===== src/rtl/image_mode_pkg.sv =====
// Shared types and constants for the image_mode scheduler and the pixel stages it drives.
package image_mode_pkg;

    localparam int MODE_W_DEF = 8;
    localparam int HOLD_W     = 8;

    localparam logic [7:0] MODE_BYPASS = 8'd0;
    localparam logic [7:0] MODE_GRAY   = 8'd3;

    typedef enum logic [1:0] {
        ST_IDLE,
        ST_ARMED,
        ST_HOLD
    } sched_state_e;

    // A hold of zero frames would never let the mode settle, so it is promoted to one.
    function automatic logic [HOLD_W-1:0] norm_hold(input logic [HOLD_W-1:0] h);
        return (h == '0) ? HOLD_W'(1) : h;
    endfunction

endpackage


===== src/rtl/vs_edge_detect.sv =====
// Registers vertical sync once and flags its rising and falling edges.
module vs_edge_detect (
    input  logic clock,
    input  logic reset,
    input  logic vs_i,
    output logic rise_o,
    output logic fall_o
);

    logic vs_q;

    always_ff @(posedge clock) begin
        if (reset) vs_q <= 1'b0;
        else       vs_q <= vs_i;
    end

    assign rise_o = vs_i & ~vs_q;
    assign fall_o = ~vs_i & vs_q;

endmodule


===== src/rtl/image_mode_scheduler.sv =====
// Applies image_mode changes only in vertical blanking and holds them for N frames.
// Optional watchdog on missing vsync: define IMAGE_MODE_SCHED_WDOG_EN (adds wdog_o).
module image_mode_scheduler
    import image_mode_pkg::*;
#(
    parameter int MODE_W      = MODE_W_DEF,
    parameter int MODE_COUNT  = 4,
    parameter int AUTO_FRAMES = 60,
    parameter int FRAME_CNT_W = 16,
    parameter int WDOG_CYCLES = 2_000_000
) (
    input  logic                   clock,
    input  logic                   reset,
    input  logic                   vs_i,
    input  logic                   cmd_valid_i,
    output logic                   cmd_ready_o,
    input  logic [MODE_W-1:0]      cmd_mode_i,
    input  logic [HOLD_W-1:0]      cmd_hold_i,
    input  logic                   auto_en_i,
    output logic [MODE_W-1:0]      image_mode_o,
    output logic                   mode_update_o,
    output logic [FRAME_CNT_W-1:0] frame_cnt_o,
    output logic                   busy_o
`ifdef IMAGE_MODE_SCHED_WDOG_EN
   ,output logic                   wdog_o
`endif
);

    localparam int AUTO_W = (MODE_COUNT > 1) ? $clog2(MODE_COUNT) : 1;

    logic vs_rise, vs_fall;

    sched_state_e            state_q, state_d;
    logic                    ready_q, ready_d;
    logic [MODE_W-1:0]       mode_q, mode_d;
    logic                    upd_q, upd_d;
    logic [MODE_W-1:0]       pend_mode_q, pend_mode_d;
    logic [HOLD_W-1:0]       pend_hold_q, pend_hold_d;
    logic [HOLD_W-1:0]       hold_cnt_q, hold_cnt_d;
    logic [AUTO_W-1:0]       auto_idx_q, auto_idx_d;
    logic [FRAME_CNT_W-1:0]  frame_cnt_q, frame_cnt_d;

    vs_edge_detect u_vs_edge (
        .clock  (clock),
        .reset  (reset),
        .vs_i   (vs_i),
        .rise_o (vs_rise),
        .fall_o (vs_fall)
    );

`ifdef IMAGE_MODE_SCHED_WDOG_EN
    localparam int WDOG_W = $clog2(WDOG_CYCLES + 1);

    logic [WDOG_W-1:0] wdog_cnt_q, wdog_cnt_d;
    logic              wdog_q, wdog_d;
    logic              wdog_trip;

    // Counter saturates at the limit so a stuck vsync trips only once.
    assign wdog_trip = !vs_rise && (wdog_cnt_q == WDOG_W'(WDOG_CYCLES - 1));

    always_comb begin
        wdog_cnt_d = wdog_cnt_q;
        wdog_d     = wdog_q;
        if (vs_rise) begin
            wdog_cnt_d = '0;
            wdog_d     = 1'b0;
        end else begin
            if (wdog_cnt_q != WDOG_W'(WDOG_CYCLES)) wdog_cnt_d = wdog_cnt_q + WDOG_W'(1);
            if (wdog_trip) wdog_d = 1'b1;
        end
    end

    always_ff @(posedge clock) begin
        if (reset) begin
            wdog_cnt_q <= '0;
            wdog_q     <= 1'b0;
        end else begin
            wdog_cnt_q <= wdog_cnt_d;
            wdog_q     <= wdog_d;
        end
    end

    assign wdog_o = wdog_q;
`else
    logic wdog_trip;
    assign wdog_trip = 1'b0;
`endif

    // Timeout and stage constants are configuration for other builds and blocks.
    logic unused_cfg;
    assign unused_cfg = ^{MODE_GRAY, 32'(WDOG_CYCLES)};

    always_comb begin
        state_d     = state_q;
        mode_d      = mode_q;
        upd_d       = 1'b0;
        pend_mode_d = pend_mode_q;
        pend_hold_d = pend_hold_q;
        hold_cnt_d  = hold_cnt_q;
        auto_idx_d  = auto_idx_q;
        frame_cnt_d = vs_rise ? frame_cnt_q + FRAME_CNT_W'(1) : frame_cnt_q;

        case (state_q)
            ST_IDLE: begin
                if (cmd_valid_i && ready_q) begin
                    pend_mode_d = cmd_mode_i;
                    pend_hold_d = norm_hold(cmd_hold_i);
                    state_d     = ST_ARMED;
                end else if (auto_en_i) begin
                    pend_mode_d = MODE_W'(auto_idx_q);
                    pend_hold_d = norm_hold(HOLD_W'(AUTO_FRAMES));
                    auto_idx_d  = (auto_idx_q == AUTO_W'(MODE_COUNT - 1)) ? '0
                                                                          : auto_idx_q + AUTO_W'(1);
                    state_d     = ST_ARMED;
                end
            end
            ST_ARMED: begin
                if (vs_fall) begin
                    mode_d     = pend_mode_q;
                    upd_d      = (pend_mode_q != mode_q);
                    hold_cnt_d = pend_hold_q;
                    state_d    = ST_HOLD;
                end
            end
            ST_HOLD: begin
                if (hold_cnt_q == '0)
                    state_d = ST_IDLE;
                else if (vs_rise)
                    hold_cnt_d = hold_cnt_q - HOLD_W'(1);
            end
            default: state_d = ST_IDLE;
        endcase

        if (wdog_trip) begin
            mode_d  = MODE_W'(MODE_BYPASS);
            upd_d   = (mode_q != MODE_W'(MODE_BYPASS));
            state_d = ST_IDLE;
        end

        ready_d = (state_d == ST_IDLE);
    end

    always_ff @(posedge clock) begin
        if (reset) begin
            state_q     <= ST_IDLE;
            ready_q     <= 1'b0;
            mode_q      <= MODE_W'(MODE_BYPASS);
            upd_q       <= 1'b0;
            pend_mode_q <= '0;
            pend_hold_q <= '0;
            hold_cnt_q  <= '0;
            auto_idx_q  <= '0;
            frame_cnt_q <= '0;
        end else begin
            state_q     <= state_d;
            ready_q     <= ready_d;
            mode_q      <= mode_d;
            upd_q       <= upd_d;
            pend_mode_q <= pend_mode_d;
            pend_hold_q <= pend_hold_d;
            hold_cnt_q  <= hold_cnt_d;
            auto_idx_q  <= auto_idx_d;
            frame_cnt_q <= frame_cnt_d;
        end
    end

    assign cmd_ready_o   = ready_q;
    assign image_mode_o  = mode_q;
    assign mode_update_o = upd_q;
    assign frame_cnt_o   = frame_cnt_q;
    assign busy_o        = (state_q != ST_IDLE);

endmodule


===== config.mk =====
export PLATFORM = sky130hd
export DESIGN_NAME = image_mode_scheduler
export DESIGN_NICKNAME = d
export VERILOG_FILES = /design/src/rtl/image_mode_pkg.sv /design/src/rtl/vs_edge_detect.sv /design/src/rtl/image_mode_scheduler.sv
export SDC_FILE = /design/constraint.sdc
export NUM_CORES = 1
export LEC_CHECK = 0
export CELL_PAD_IN_SITES_DETAIL_PLACEMENT = 1
export CELL_PAD_IN_SITES_GLOBAL_PLACEMENT = 1
export CORE_AREA = 2 2 84 86
export DETAILED_ROUTE_END_ITERATION = 8
export DIE_AREA = 0 0 86 88
export PLACE_DENSITY = 0.79
export SLEW_MARGIN = 40
export SYNTH_ARGS = -nofsm -noshare
export SYNTH_HDL_FRONTEND = slang
export SYNTH_SLANG_ARGS = --single-unit

===== constraint.sdc =====
create_clock -name clock -period 1.81 [get_ports clock]
set_clock_uncertainty 0.1 [all_clocks]
set_input_delay 0.362 -clock clock [delete_from_list [all_inputs] [get_ports clock]]
set_output_delay 0.362 -clock clock [all_outputs]
set_load 0.01 [all_outputs]

==> impl_metrics.ini <==
[status]
status = complete, no violations

[final_layout]
stdcell_area_um2 = 3560
diodes = 0
final_common_cell = dfxtp_1
drive_above_1_share_pct = 22.8
area_delta_synth_final_pct = 39.9
layout_common_cells = dfxtp_1 (45), buf_4 (43), clkdlybuf4s50_1 (39), nor2_1 (29), nand2_1 (28)
nNetsFinal = 397

[floorplan]
die_x_um = 86
die_height_um = 88
rows = 30
core-area_um2 = 6640
fp.dieArea_um2 = 7570
io-pin-count = 48
initial_core_util_pct = 38.3

[logic_synthesis]
yosysWarnings = 0
synthArstFlopShare_pct = 0
ys.flop_type = dfxtp_1
syn_area_um2 = 2550
synth_edf_count = 0
synth_top_cell_by_area = dfxtp_1
synth_cell_types = 57
ys_ff_latch = 55
ys_seq_area_share_pct = 43.2
synth_area_per_cell_um2 = 8.78
syn_nets = 315
yosysTopAreaCellShare_pct = 43.2
synthTopCellsByArea = dfxtp_1 (43%), a21oi_1 (4.7%), xor2_1 (4.5%)
synthCells = 290

[timing]
fin_setup_tns_ns = 0
layout_min_cycle_time_ns = 1.78
setup_viol = 0
worst_pin_slew_ns = 0.428
grt_setup_unrepaired = yes
fmax_ghz = 0.562
hold_violations = 0
slew_violations = 0
timing.slew.headroom_pct = 71.5
fin_crit_sh_pct = 98.4

[power]
vdd_drop_max_mv = 0.250
powerDensity_nw_per_um2 = 650
total_leakage_power_nw = 1.39

[worst_setup_path]
cp-start-kind = flop
path_buf_inv = 1
cp_max_fo = 5
cp.arrival_ns = 1.32
cp_slowest_cell = clkdlybuf4s50_1
crit_chain = clkdlybuf4s50_1
critPathCaptureType = primary output
cp_slowest_stage_delay_ns = 0.57
worstSetupPathType = flop to primary output
required_ns = 1.35
path_delay_family = buffers and inverters

[route]
drtAntennaViolNets = 0
avgRoutedWirePerCell_um = 17.7
viasPerCell = 5.62
vias = 2544
drt-initial-drc-count = 84
wl_mm = 8.00
drt_first_pass_iters = 4
drc = 0

[global_routing]
grtUsageTotal_pct = 22.1
grt_pass1_vias = 2730
grt_max_degree = 20
grt_pass1_wl_mm = 13.2
antenna_found_initial = 0
grt_overflow = 0

[clock_tree]
numCtsBuffers = 5
cts_tree = yes
clk_pin_slew_worst_paths_ns = 0.10
cts-root-buf = clkbuf_8
ctsHoldBuffers = 0
clock_latency_ns = 0.32
cts_sinks = 55
clk_path_buf_depth = 2
htree_levels = 2

[placed_design]
placed_area_um2 = 3370
port-buffer-count = 47
gp_congestion = 0.814
dp_hpwl_mm = 5.86

[flow_run]
max-cap-violations = 0

[min_path]
hold_class = primary input to flop
[state kept, by name, summed over array words and instances, names as in the netlist]
name	count
frame_cnt_o	16
pend_mode_q	8
state_q	2
hold_cnt_q	8
pend_hold_q	8
mode_update_o	1
auto_idx_q	2
image_mode_o	8
u_vs_edge.vs_q	1
cmd_ready_o	1
[synthesized netlist by cell type, drive strengths merged, types with 3 or more instances]
library cell,instances
nor4,6
xnor2,5
ha,4
o21ai,8
o221a,4
o31ai,4
buf,8
nor2b,3
nand4,7
a21oi,25
a22oi,9
nor2,29
o41ai,4
or3,5
a31oi,3
clkbuf,9
nor3,8
inv,8
nand2,28
o311ai,3
xor2,13
nand3,10
dfxtp,55
[layer usage]
metal / track usage, % / wire, µm / up-vias
li1: - / - / 1218
met1: 24.5 / 3230 / 1269
met2: 43.1 / 4450 / 44
met3: 3.49 / 189 / 13
met4: 6.49 / 130 / 0
met5: 0 / 0 / -
[cell type report]
| type | instances | area [µm²] |
|---|---|---|
| Clock buffer | 5 | 68.8 |
| Fill cell | 786 | 3080 |
| Timing Repair Buffer | 92 | 835 |
| Clock inverter | 3 | 18.8 |
| Sequential cell | 55 | 1120 |
| Tap cell | 80 | 100 |
| Multi-Input combinational cell | 210 | 1400 |
| Inverter | 8 | 30.0 |
[cells by family after synthesis]
| logic type | Yosys count | share of synthesized area, % |
|---|---|---|
| and+or+nand+nor | 115 | 24.5 |
| AOI/OAI and AO/OA | 71 | 19.0 |
| DFF | 55 | 43.2 |
| buffers and inverters | 25 | 4.37 |
| xor gates and xnor gates | 18 | 6.19 |
| adders and majority gates | 4 | 1.96 |
| muxes | 2 | 0.786 |
[power by group]
| group | total, mW | leakage, nW | internal, mW | switching (mW) |
|---|---|---|---|---|
| Sequential | 1.29 | 0.451 | 1.25 | 0.0419 |
| Combinational | 0.326 | 0.889 | 0.168 | 0.158 |
| Clock | 0.702 | 0.0483 | 0.274 | 0.428 |
| Total | 2.32 | 1.39 | 1.69 | 0.628 |
[worst paths after layout]
| path | startpoint | end | slack (ns) | cells after the start |
|---|---|---|---|---|
| worst max-delay path | frame_cnt_o[11] | frame_cnt_o[11] | 0.03 | 1 |
| worst min-delay path | reset | auto_idx_q[1] | 0.37 | 2 |
| worst max register to register | u_vs_edge.vs_q | frame_cnt_o[14] | 0.06 | 4 |
| worst min register to register | pend_hold_q[0] | pend_hold_q[0] | 0.38 | 2 |
[through the flow]
stage | std cells | hold slack, ns | util [%] | setup slack, ns | total power [mW]
5_1_grt | 453 | 0.376 | 53.7 | -0.0107 | 2.41
2_1_floorplan | 290 | 0.337 | - | 0.135 | 1.45
4_1_cts | 450 | 0.369 | 52.3 | 0.00146 | 2.31
6_report | 453 | 0.366 | 53.7 | 0.0291 | 2.32
3_3_place_gp | 442 | 0.355 | 50.8 | -0.387 | 1.62
3_5_place_dp | 442 | 0.366 | 50.8 | -0.502 | 1.63
[what timing repair did]
| action | CTS | global route |
|---|---|---|
| resized for setup | 9 | 24 |
| pin swaps | 0 | 2 |
| hold endpoints to repair | 0 | 0 |
| setup endpoints to repair | 8 | 18 |
| buffers inserted | 0 | 3 |
Note: power is estimated with default switching activity, not from simulation.
